[src/rtl/div_eval_pkg.sv]
// Shared definitions for the divider error-evaluation blocks: default widths
// and the accumulator FSM state encoding.
package div_eval_pkg;

  localparam int DW_DEF = 8;
  localparam int CW_DEF = 16;
  localparam int SW_DEF = 24;

  typedef enum logic [1:0] {
    S_IDLE,
    S_RUN,
    S_DRAIN,
    S_DONE
  } state_e;

endpackage

[src/rtl/div_abs_diff.sv]
// Combinational unsigned absolute difference |a-b| of two DW-bit operands.
module div_abs_diff #(
  parameter int DW = 8
) (
  input  logic [DW-1:0] a,
  input  logic [DW-1:0] b,
  output logic [DW-1:0] y
);

  assign y = (a >= b) ? (a - b) : (b - a);

endmodule

[src/rtl/div_error_accumulator.sv]
// Accumulates error statistics between an approximate and an exact divider
// over a run of num_samples result pairs, through a two-stage pipeline.
module div_error_accumulator
  import div_eval_pkg::*;
#(
  parameter int DW = DW_DEF,
  parameter int CW = CW_DEF,
  parameter int SW = SW_DEF
) (
  input  logic          clk,
  input  logic          rst_n,
  input  logic          start,
  input  logic [CW-1:0] num_samples,
  input  logic          in_valid,
  output logic          in_ready,
  input  logic [DW-1:0] q_apx,
  input  logic [DW-1:0] r_apx,
  input  logic [DW-1:0] q_ex,
  input  logic [DW-1:0] r_ex,
  output logic          busy,
  output logic          done,
  output logic [SW-1:0] sum_q_err,
  output logic [SW-1:0] sum_r_err,
  output logic [DW-1:0] max_q_err,
  output logic [CW-1:0] err_cnt,
  output logic [CW-1:0] smp_cnt
);

  state_e        state_q, state_d;
  logic [CW-1:0] n_q, n_d, acc_cnt_q, acc_cnt_d;
  logic          s1_vld_q, s1_vld_d, s1_mis_q, s1_mis_d;
  logic [DW-1:0] s1_dq_q, s1_dq_d, s1_dr_q, s1_dr_d;
  logic          was_done_q, was_done_d, done_q, done_d;
  logic [SW-1:0] sum_q_err_q, sum_q_err_d, sum_r_err_q, sum_r_err_d;
  logic [DW-1:0] max_q_err_q, max_q_err_d;
  logic [CW-1:0] err_cnt_q, err_cnt_d, smp_cnt_q, smp_cnt_d;
  logic [DW-1:0] dq_w, dr_w;
  logic          accept;

  div_abs_diff #(.DW(DW)) u_abs_q (.a(q_apx), .b(q_ex), .y(dq_w));
  div_abs_diff #(.DW(DW)) u_abs_r (.a(r_apx), .b(r_ex), .y(dr_w));

  assign in_ready = (state_q == S_RUN) && (acc_cnt_q < n_q);
  // start takes priority over a sample offered on the same cycle
  assign accept   = in_valid && in_ready && !start;

  always_comb begin
    state_d     = state_q;
    n_d         = n_q;
    acc_cnt_d   = acc_cnt_q;
    s1_vld_d    = accept;
    s1_dq_d     = dq_w;
    s1_dr_d     = dr_w;
    s1_mis_d    = (q_apx != q_ex) || (r_apx != r_ex);
    sum_q_err_d = sum_q_err_q;
    sum_r_err_d = sum_r_err_q;
    max_q_err_d = max_q_err_q;
    err_cnt_d   = err_cnt_q;
    smp_cnt_d   = smp_cnt_q;
    // done fires on the second cycle spent in DONE
    was_done_d  = (state_q == S_DONE) && !start;
    done_d      = (state_q == S_DONE) && !was_done_q && !start;

    if (s1_vld_q) begin
      sum_q_err_d = sum_q_err_q + SW'(s1_dq_q);
      sum_r_err_d = sum_r_err_q + SW'(s1_dr_q);
      if (s1_dq_q > max_q_err_q) max_q_err_d = s1_dq_q;
      err_cnt_d   = err_cnt_q + CW'(s1_mis_q);
      smp_cnt_d   = smp_cnt_q + 1'b1;
    end

    case (state_q)
      S_RUN: begin
        if (accept) begin
          acc_cnt_d = acc_cnt_q + 1'b1;
          if (acc_cnt_d == n_q) state_d = S_DRAIN;
        end
      end
      S_DRAIN: begin
        if (!s1_vld_q) state_d = S_DONE;
      end
      default: ;
    endcase

    // start from any state restarts with a flushed pipeline and clean stats
    if (start) begin
      n_d         = num_samples;
      acc_cnt_d   = '0;
      s1_vld_d    = 1'b0;
      sum_q_err_d = '0;
      sum_r_err_d = '0;
      max_q_err_d = '0;
      err_cnt_d   = '0;
      smp_cnt_d   = '0;
      state_d     = (num_samples == '0) ? S_DONE : S_RUN;
    end
  end

  always_ff @(posedge clk) begin
    if (!rst_n) begin
      state_q     <= S_IDLE;
      n_q         <= '0;
      acc_cnt_q   <= '0;
      s1_vld_q    <= 1'b0;
      s1_mis_q    <= 1'b0;
      s1_dq_q     <= '0;
      s1_dr_q     <= '0;
      was_done_q  <= 1'b0;
      done_q      <= 1'b0;
      sum_q_err_q <= '0;
      sum_r_err_q <= '0;
      max_q_err_q <= '0;
      err_cnt_q   <= '0;
      smp_cnt_q   <= '0;
    end else begin
      state_q     <= state_d;
      n_q         <= n_d;
      acc_cnt_q   <= acc_cnt_d;
      s1_vld_q    <= s1_vld_d;
      s1_mis_q    <= s1_mis_d;
      s1_dq_q     <= s1_dq_d;
      s1_dr_q     <= s1_dr_d;
      was_done_q  <= was_done_d;
      done_q      <= done_d;
      sum_q_err_q <= sum_q_err_d;
      sum_r_err_q <= sum_r_err_d;
      max_q_err_q <= max_q_err_d;
      err_cnt_q   <= err_cnt_d;
      smp_cnt_q   <= smp_cnt_d;
    end
  end

  assign busy      = (state_q == S_RUN) || (state_q == S_DRAIN);
  assign done      = done_q;
  assign sum_q_err = sum_q_err_q;
  assign sum_r_err = sum_r_err_q;
  assign max_q_err = max_q_err_q;
  assign err_cnt   = err_cnt_q;
  assign smp_cnt   = smp_cnt_q;

endmodule
[config.mk]
export PLATFORM = sky130hd
export DESIGN_NAME = div_error_accumulator
export DESIGN_NICKNAME = d
export VERILOG_FILES = /design/src/rtl/div_eval_pkg.sv /design/src/rtl/div_abs_diff.sv /design/src/rtl/div_error_accumulator.sv
export SDC_FILE = /design/constraint.sdc
export NUM_CORES = 1
export LEC_CHECK = 0
export ABC_AREA = 1
export CORE_ASPECT_RATIO = 1.1
export CORE_MARGIN = 1
export CORE_UTILIZATION = 50
export CTS_BUF_LIST = sky130_fd_sc_hd__clkbuf_4 sky130_fd_sc_hd__clkbuf_8
export CTS_CLUSTER_SIZE = 25
export DETAILED_ROUTE_END_ITERATION = 12
export GPL_TIMING_DRIVEN = 0
export PLACE_DENSITY = 0.79
export SETUP_SLACK_MARGIN = 0.2
export SYNTH_ARGS = -nofsm -noshare
export SYNTH_HDL_FRONTEND = slang
export SYNTH_SLANG_ARGS = --single-unit
export TNS_END_PERCENT = 10
[constraint.sdc]
create_clock -name clk -period 2.35 [get_ports clk]
set_clock_uncertainty 0.2 [all_clocks]
set_input_delay 0.235 -clock clk [delete_from_list [all_inputs] [get_ports clk]]
set_output_delay 0.235 -clock clk [all_outputs]
set_load 0.02 [all_outputs]
==> flow_summary.toml, run 1 <==
[run_status]
status = "finished with violations"
violations = "negative setup slack"

[logic_synthesis]
synth_top_area_share_pct = 32.8
syn_avg_cell_area_sq_um = 7.01
ys_ff_latch = 142
synth_nets = 1373
synth.area.top_cells = "dfxtp_1 (33%), ha_1 (11%), nand2_1 (9.2%)"
syn_inst = 1238
synth_top_area_cell = "dfxtp_1"
syn-cell-area_sq_um = 8680
yosys_warnings = 0
synth_cell_types = 48
seq_area_frac_synth_pct = 32.8

[sta]
fin_tns_setup_ns = -0.616
setup_slack_ns = -0.122
max_clock_freq_ghz = 0.404
period_needed_ns = 2.47
finalMaxSlewViolations = 0
finalHoldViolations = 0
slew_headroom_pct = 54.4
worst_pin_slew_ns = 0.684
timing.hold.ws_ns = 0.0450
finalSetupViolCount = 17
rsz0062_at_grt = "yes"
final.period_utilization_pct = 105

[pwr]
p_sw_share_pct = 29.8
clock_power_share_pct = 33.7
pwr-share-comb_pct = 18.9
switchingPower_w = 0.00160
p_int_w = 0.00378
power_density_nw_per_um2 = 459
ir_worst_vdd_mv = 0.348
p_seq_share_pct = 47.3
leakage_nw = 4.65

[clocking]
cts_htree_levels = 4
cts_root_buffer = "clkbuf_8"
clk_latency_ns = 0.47
cts_buffers = 17
hold_buffers = 0
clock_sinks = 142
cts_tree = "built"
clockBufferDepth = 2
path_clk_slew_ns = 0.08

[grt]
grt_pass1_vias = 8016
antenna_found_initial = 0
groute.usage.overall_pct = 26.2
gr-total-overflow = 0
grt_first_pass_wirelength_um = 37500
grt_max_degree = 17

[critical_path]
critical_path_buf_inv_count = 2
cp_common_cell = "nand2_2"
cp-end-kind = "primary output"
cp_num_cells = 9
startpoint_type = "flop"
reg2reg_depth = 13
path_max_fanout = 3
r2r_start = "sum_r_err[0]"
endpoint = "in_ready"
cpMaxStageDelayCell = "dfxtp_2"
path_delay_family = "simple AND/OR/NAND/NOR gates"
crit_arrival_ns = 2.04
critPathKind = "reg2out"
r2r_slack_ns = -0.08
slowest_delay_ns = 0.35
worstPathRequired_ns = 1.91
worstPathCellList = "inv_2 -> ha_4 -> nand2_2 -> nor2_1 -> nor3_1 -> nand2_1 -> nand2_2 -> and2_4 -> buf_6"
crit_path_start = "n_q[7]"
r2r-end = "sum_r_err[20]"

[final_layout]
multi_input_area_sq_um = 5660
layout_common_cells = "nand2_1 (204), inv_1 (165), clkdlybuf4s50_1 (137)"
drive_gt1_share_pct = 18.2
num_antenna_cells = 0
fin_cells = 1667
final-seq-area_sq_um = 2920
n_fill_cell = 1384
layout_commonest_cell = "nand2_1"
synthToLayoutAreaGrowth_pct = 34.9
nets = 1555

[route]
ant_nets = 0
drt_iter0_markers = 712
first_pass_iters = 6
finalWirelength_um = 24800
drc = 0
avgRoutedWirePerCell_um = 14.9
via_per_inst = 5.45
vias = 9086

[place]
hpwl_um = 17400
numPlacedInstances = 1613
place.gp.congestion = 0.878
place.port_buffers = 141

[hold_path]
hold_path.class = "in2reg"

[floorplan]
core-area_sq_um = 17000
fp.dieW_um = 128
die_area_sq_um = 17900
fp.dieH_um = 140
ios = 143
initial_core_util_pct = 51.0
row_count = 50

[run]
drv_cap = 0
worst min-delay path, cell delays in order:
cell	delay [ns]
dlymetal6s2s_1	0.14
inv_1	0.07
ha_2	0.18
nor2_1	0.04
registers in the layout, indices dropped and copies added (netlist names):
signal	count
sum_q_err	24
sum_r_err	24
acc_cnt_q	16
err_cnt	16
n_q	16
smp_cnt	16
max_q_err	8
s1_dq_q	8
s1_dr_q	8
state_q	2
done	1
s1_mis_q	1
s1_vld_q	1
was_done_q	1
metal layers:
layer	track usage, %	up-vias	part of all wire [%]
li1	-	4480	-
met1	32.5	4185	42
met2	45.6	346	49
met3	4.01	75	6.1
met4	9.66	0	3.1
met5	0	-	0
Yosys cell counts, drive strengths merged:
library cell and count:
and2 1, o21ba 2, o21ai 131, dfxtp 142, a21o 2, nor4 7
o21bai 1, xnor3 2, xnor2 9, a31oi 14, xor2 14, nor3 39
clkbuf 23, o221ai 1, ha 77, o21a 4, a21oi 137, a41oi 1
or2 2, and3 1, nand4 25, buf 9, fa 6, nor3b 1
o211ai 2, nand2 220, a21boi 1, a211oi 1, nand3 59, nor2 120
clkinv 1, nand3b 1, inv 182
metrics by stage:
step	power, W	cell area, sq um	utilization, %	worst slack [ns]
2_1_floorplan	0.00315	8730	-	0.123
3_3_place_gp	0.00341	10400	61.3	-0.512
3_5_place_dp	0.00344	10400	61.3	-0.532
4_1_cts	0.00528	11200	65.6	0.0000366
5_1_grt	0.00561	11700	68.8	-0.216
6_report	0.00538	11700	68.8	-0.122
cell type report:
cell class	count	area share (%)
Clock buffer	23	2.60
Tap cell	234	2.50
Multi-Input combinational cell	881	48.3
Inverter	183	5.97
Sequential cell	142	25.0
Clock inverter	9	0.524
Timing Repair Buffer	163	13.5
Buffer	32	1.57
how the worst min path moves through the flow:
| stage | start | end | slack [ns] | cells after the start |
|---|---|---|---|---|
| 3_5_place_dp | was_done_q | done | 0.20 | 1 |
| 3_3_place_gp | was_done_q | done | 0.19 | 1 |
| 4_1_cts | start | n_q[8] | 0.05 | 3 |
| 5_1_grt | q_apx[0] | s1_dq_q[0] | 0.07 | 4 |
| 2_1_floorplan | num_samples[0] | n_q[0] | 0.17 | 2 |
| 6_report | q_apx[0] | s1_dq_q[0] | 0.05 | 4 |
kinds of logic (layout without fill, tap and decap cells):
logic type / after synthesis / in the layout / synth area share (%)
buffers and inverters: 215 / 410 / 9.57
AND/OR/NAND/NOR: 476 / 476 / 24.1
XOR/XNOR: 25 / 25 / 2.84
AO/OA/AOI/OAI: 297 / 297 / 18.2
flip-flops: 142 / 142 / 32.8
adder cells (fa/ha/maj): 83 / 83 / 12.5
what timing repair did:
action | 4_1_cts | 5_1_grt
pin swaps | 40 | 56
hold endpoints to repair | 0 | 0
setup endpoints to repair | 87 | 74
gates resized for setup | 99 | 131
buffers inserted | 6 | 16
power groups by stage:
stage	Clock [W]	Sequential (W)	Combinational, W
2_1_floorplan	0	0.00257	0.000578
3_3_place_gp	0	0.00258	0.000832
3_5_place_dp	0	0.00258	0.000856
4_1_cts	0.00182	0.00254	0.000914
5_1_grt	0.00192	0.00255	0.00113
6_report	0.00181	0.00255	0.00102
No activity file was read; power rests on OpenSTA's default activity.
==> run 2, diff against run 1 <==
--- a/config.mk
+++ b/config.mk
@@ -10,6 +10,7 @@
 export CORE_MARGIN = 1
 export CORE_UTILIZATION = 50
 export CTS_BUF_LIST = sky130_fd_sc_hd__clkbuf_4 sky130_fd_sc_hd__clkbuf_8
+export CTS_CLUSTER_DIAMETER = 200
 export CTS_CLUSTER_SIZE = 25
 export DETAILED_ROUTE_END_ITERATION = 12
 export GPL_TIMING_DRIVEN = 0
==> results of run 2 <==
The final DEF is identical to that of run 1; final timing and power are the same.
==> variant: new RTL, settings of run 2 <==
The 4 states of `state_e` get a one-hot encoding in 4 bits.
--- a/src/rtl/div_eval_pkg.sv
+++ b/src/rtl/div_eval_pkg.sv
@@ -6,11 +6,11 @@
   localparam int CW_DEF = 16;
   localparam int SW_DEF = 24;
 
-  typedef enum logic [1:0] {
-    S_IDLE,
-    S_RUN,
-    S_DRAIN,
-    S_DONE
+  typedef enum logic [3:0] {
+    S_IDLE  = 4'b0001,
+    S_RUN   = 4'b0010,
+    S_DRAIN = 4'b0100,
+    S_DONE  = 4'b1000
   } state_e;
 
 endpackage
Check against the original RTL: same outputs for any inputs over 10 cycles, from zero or initial values and one cycle with rst_n low; not proved beyond that.
==> variant against run 2 <==
- the run still ends with negative setup slack left
- design area increased by 3.9%
- synthesized area fell by 0.12%
- power up 7.0%
- setup slack improved by 39 ps
- sequential cell count grew 2
- wire length increased by 8.9%
- via count increased by 4.8%
- critical endpoint is now acc_cnt_q[10]
==> variant: results (changes against run 2) <==
status=complete, but fails checks; failing checks=negative setup slack; TritonRoute pass-1 iters=6 (unchanged); slowest CP cell=dfxtp_2; Placed Cells=1,633 (+1.2%); Antenna Cells=0 (unchanged); Async S/R FF share, synth=0 (unchanged); layout cells sized above 1=0.207 (+0.0249); initial drt markers=860 (+21%); # setup viols final=13 (-4); DP Area=10,400 µm² (-0.28%); Yosys cell types=43 (-10%); WP data arrival=2620 ps (+580 ps); routed via count=9,520 (+4.8%); top post-synthesis cells by count=nand2_1 (247), inv_1 (181), a21oi_1 (145), dfxtp_1 (144); worst vdd ir=0.395 mV (+13%); Filler Cells Inserted=1,254 (-9.4%); Root Buffer=clkbuf_8; HPWL Detailed=17,600 µm (+1.0%); IO buf count=141 (unchanged); Clock transition at path regs=80 ps (about the same); synth warn=0 (unchanged); Vias/cell=5.56 (+2.0%); Avg WL per Cell=15.8 µm (+6.0%); switch share=0.279 (-0.0191); GRT Total Usage=0.277 (+0.0154); Synth Net Count=1,390 (+1.2%); CTS H-tree depth=4 (unchanged); clock buffer depth=2 (unchanged); register area share after synthesis=0.333 (+0.00500); crit-path max cell delay=350 ps (about the same); setup TNS=-651 ps (-34.7 ps); Hold Crit Class=primary input to register; vias in the first global route=8,448 (+5.4%); first-pass GRT wire length=39,700 µm (+5.7%); clock buffer count from CTS=17 (unchanged); setup ws final=-83.8 ps (+38.7 ps); post-synthesis cell count=1,258 (+1.6%); delay-heaviest family, CP=simple AND/OR/NAND/NOR gates; predominant post-synthesis flop cell=dfxtp_1; Pleak=4.93 nW (+6.0%); top cells by area, synth=dfxtp_1 (33%), nand2_1 (11%), ha_1 (11%); max cap viols=0 (unchanged); RD Place Congestion=0.962 (+9.6%); Slew headroom=0.557 (+0.0135); crit path max fanout=5 (+2); largest net degree at the start of global routing=17 (unchanged); clk_lat worst skew=450 ps (-20 ps)
-- variant: cell types whose count changed in the layout (fill, tap and decap cells not counted), moves of 7 or more --
| cell | run 2 | this run |
|---|---|---|
| buf_4 | 26 | 36 |
| nor3_2 | 8 | 1 |
| nand3_2 | 5 | 12 |
| a31oi_1 | 13 | 6 |
| dfxtp_2 | 41 | 30 |
| nand2_1 | 204 | 221 |
| dfxtp_1 | 93 | 102 |
| nand2_2 | 13 | 21 |
| nand3_1 | 52 | 45 |
| buf_6 | 7 | 14 |
| nor3_1 | 29 | 18 |
| a21oi_2 | 8 | 21 |
-- variant: path summary, 6_finish.rpt --
kind                    to  cells after the start       start  slack, ps
max          acc_cnt_q[10]                     13     n_q[13]        -80
min             s1_dq_q[1]                      3    q_apx[1]         20
max reg2reg  acc_cnt_q[10]                     13     n_q[13]        -80
min reg2reg           done                      1  was_done_q        200
-- variant: logic make-up (layout without fill, tap and decap cells) --
kind of cell             count (synthesis)  count (layout)  share of synthesized area
AO/OA/AOI/OAI                          301             301                      0.185
XOR/XNOR                                19              19                     0.0192
adder cells (fa/ha/maj)                 80              80                      0.121
buffers and inverters                  211             429                     0.0924
flip-flops                             144             144                      0.333
multiplexers                             4               4                    0.00462
AND/OR/NAND/NOR                        499             501                      0.246
-- variant: what timing repair did --
action                     4_1_cts  5_1_grt
hold endpoints to repair         0        0
setup buffers                   24       21
setup endpoints to repair      107      101
cloned                           1        2
pin swaps                       76       73
resized for setup              165      131
-- variant: layout make-up --
type                    instances  area, µm²  share of cell area
plain buffers                  28        136              0.0112
clock buffers                  21        277              0.0227
clock inverters                10        160              0.0132
inverters                     183        698              0.0574
multi-input cells             905       5840               0.480
flip-flops and latches        144       2970               0.244
well taps                     234        293              0.0241
repair buffers                187       1800               0.148
-- variant: tightest hold or removal path, cell delays in order --
cell and delay, ps:
dlymetal6s2s_1 150, fa_1 190, a21oi_1 50
-- variant: layer usage --
| layer | wire length, µm | vias to the layer above | global-route usage |
|---|---|---|---|
| met5 | 0 | - | 0 |
| met4 | 1180 | 0 | 0.132 |
| met3 | 2200 | 110 | 0.0458 |
| met2 | 13000 | 477 | 0.476 |
| met1 | 10600 | 4341 | 0.335 |
| li1 | - | 4592 | - |
-- variant: stage by stage --
stage	setup WS (ps)	utilization
floorplan	181	-
detailed placement	-619	0.612
CTS	31.5	0.677
global route	-124	0.715
finish	-83.8	0.715
global placement	-590	0.612
-- variant: power groups by stage --
stage / registers, mW / logic [mW] / clock network, mW
after floorplan: 2.59 / 0.541 / 0
after global placement: 2.61 / 0.779 / 0
after detailed placement: 2.61 / 0.796 / 0
after CTS: 2.56 / 0.876 / 2.19
after global routing: 2.57 / 1.09 / 2.30
final: 2.57 / 0.990 / 2.20
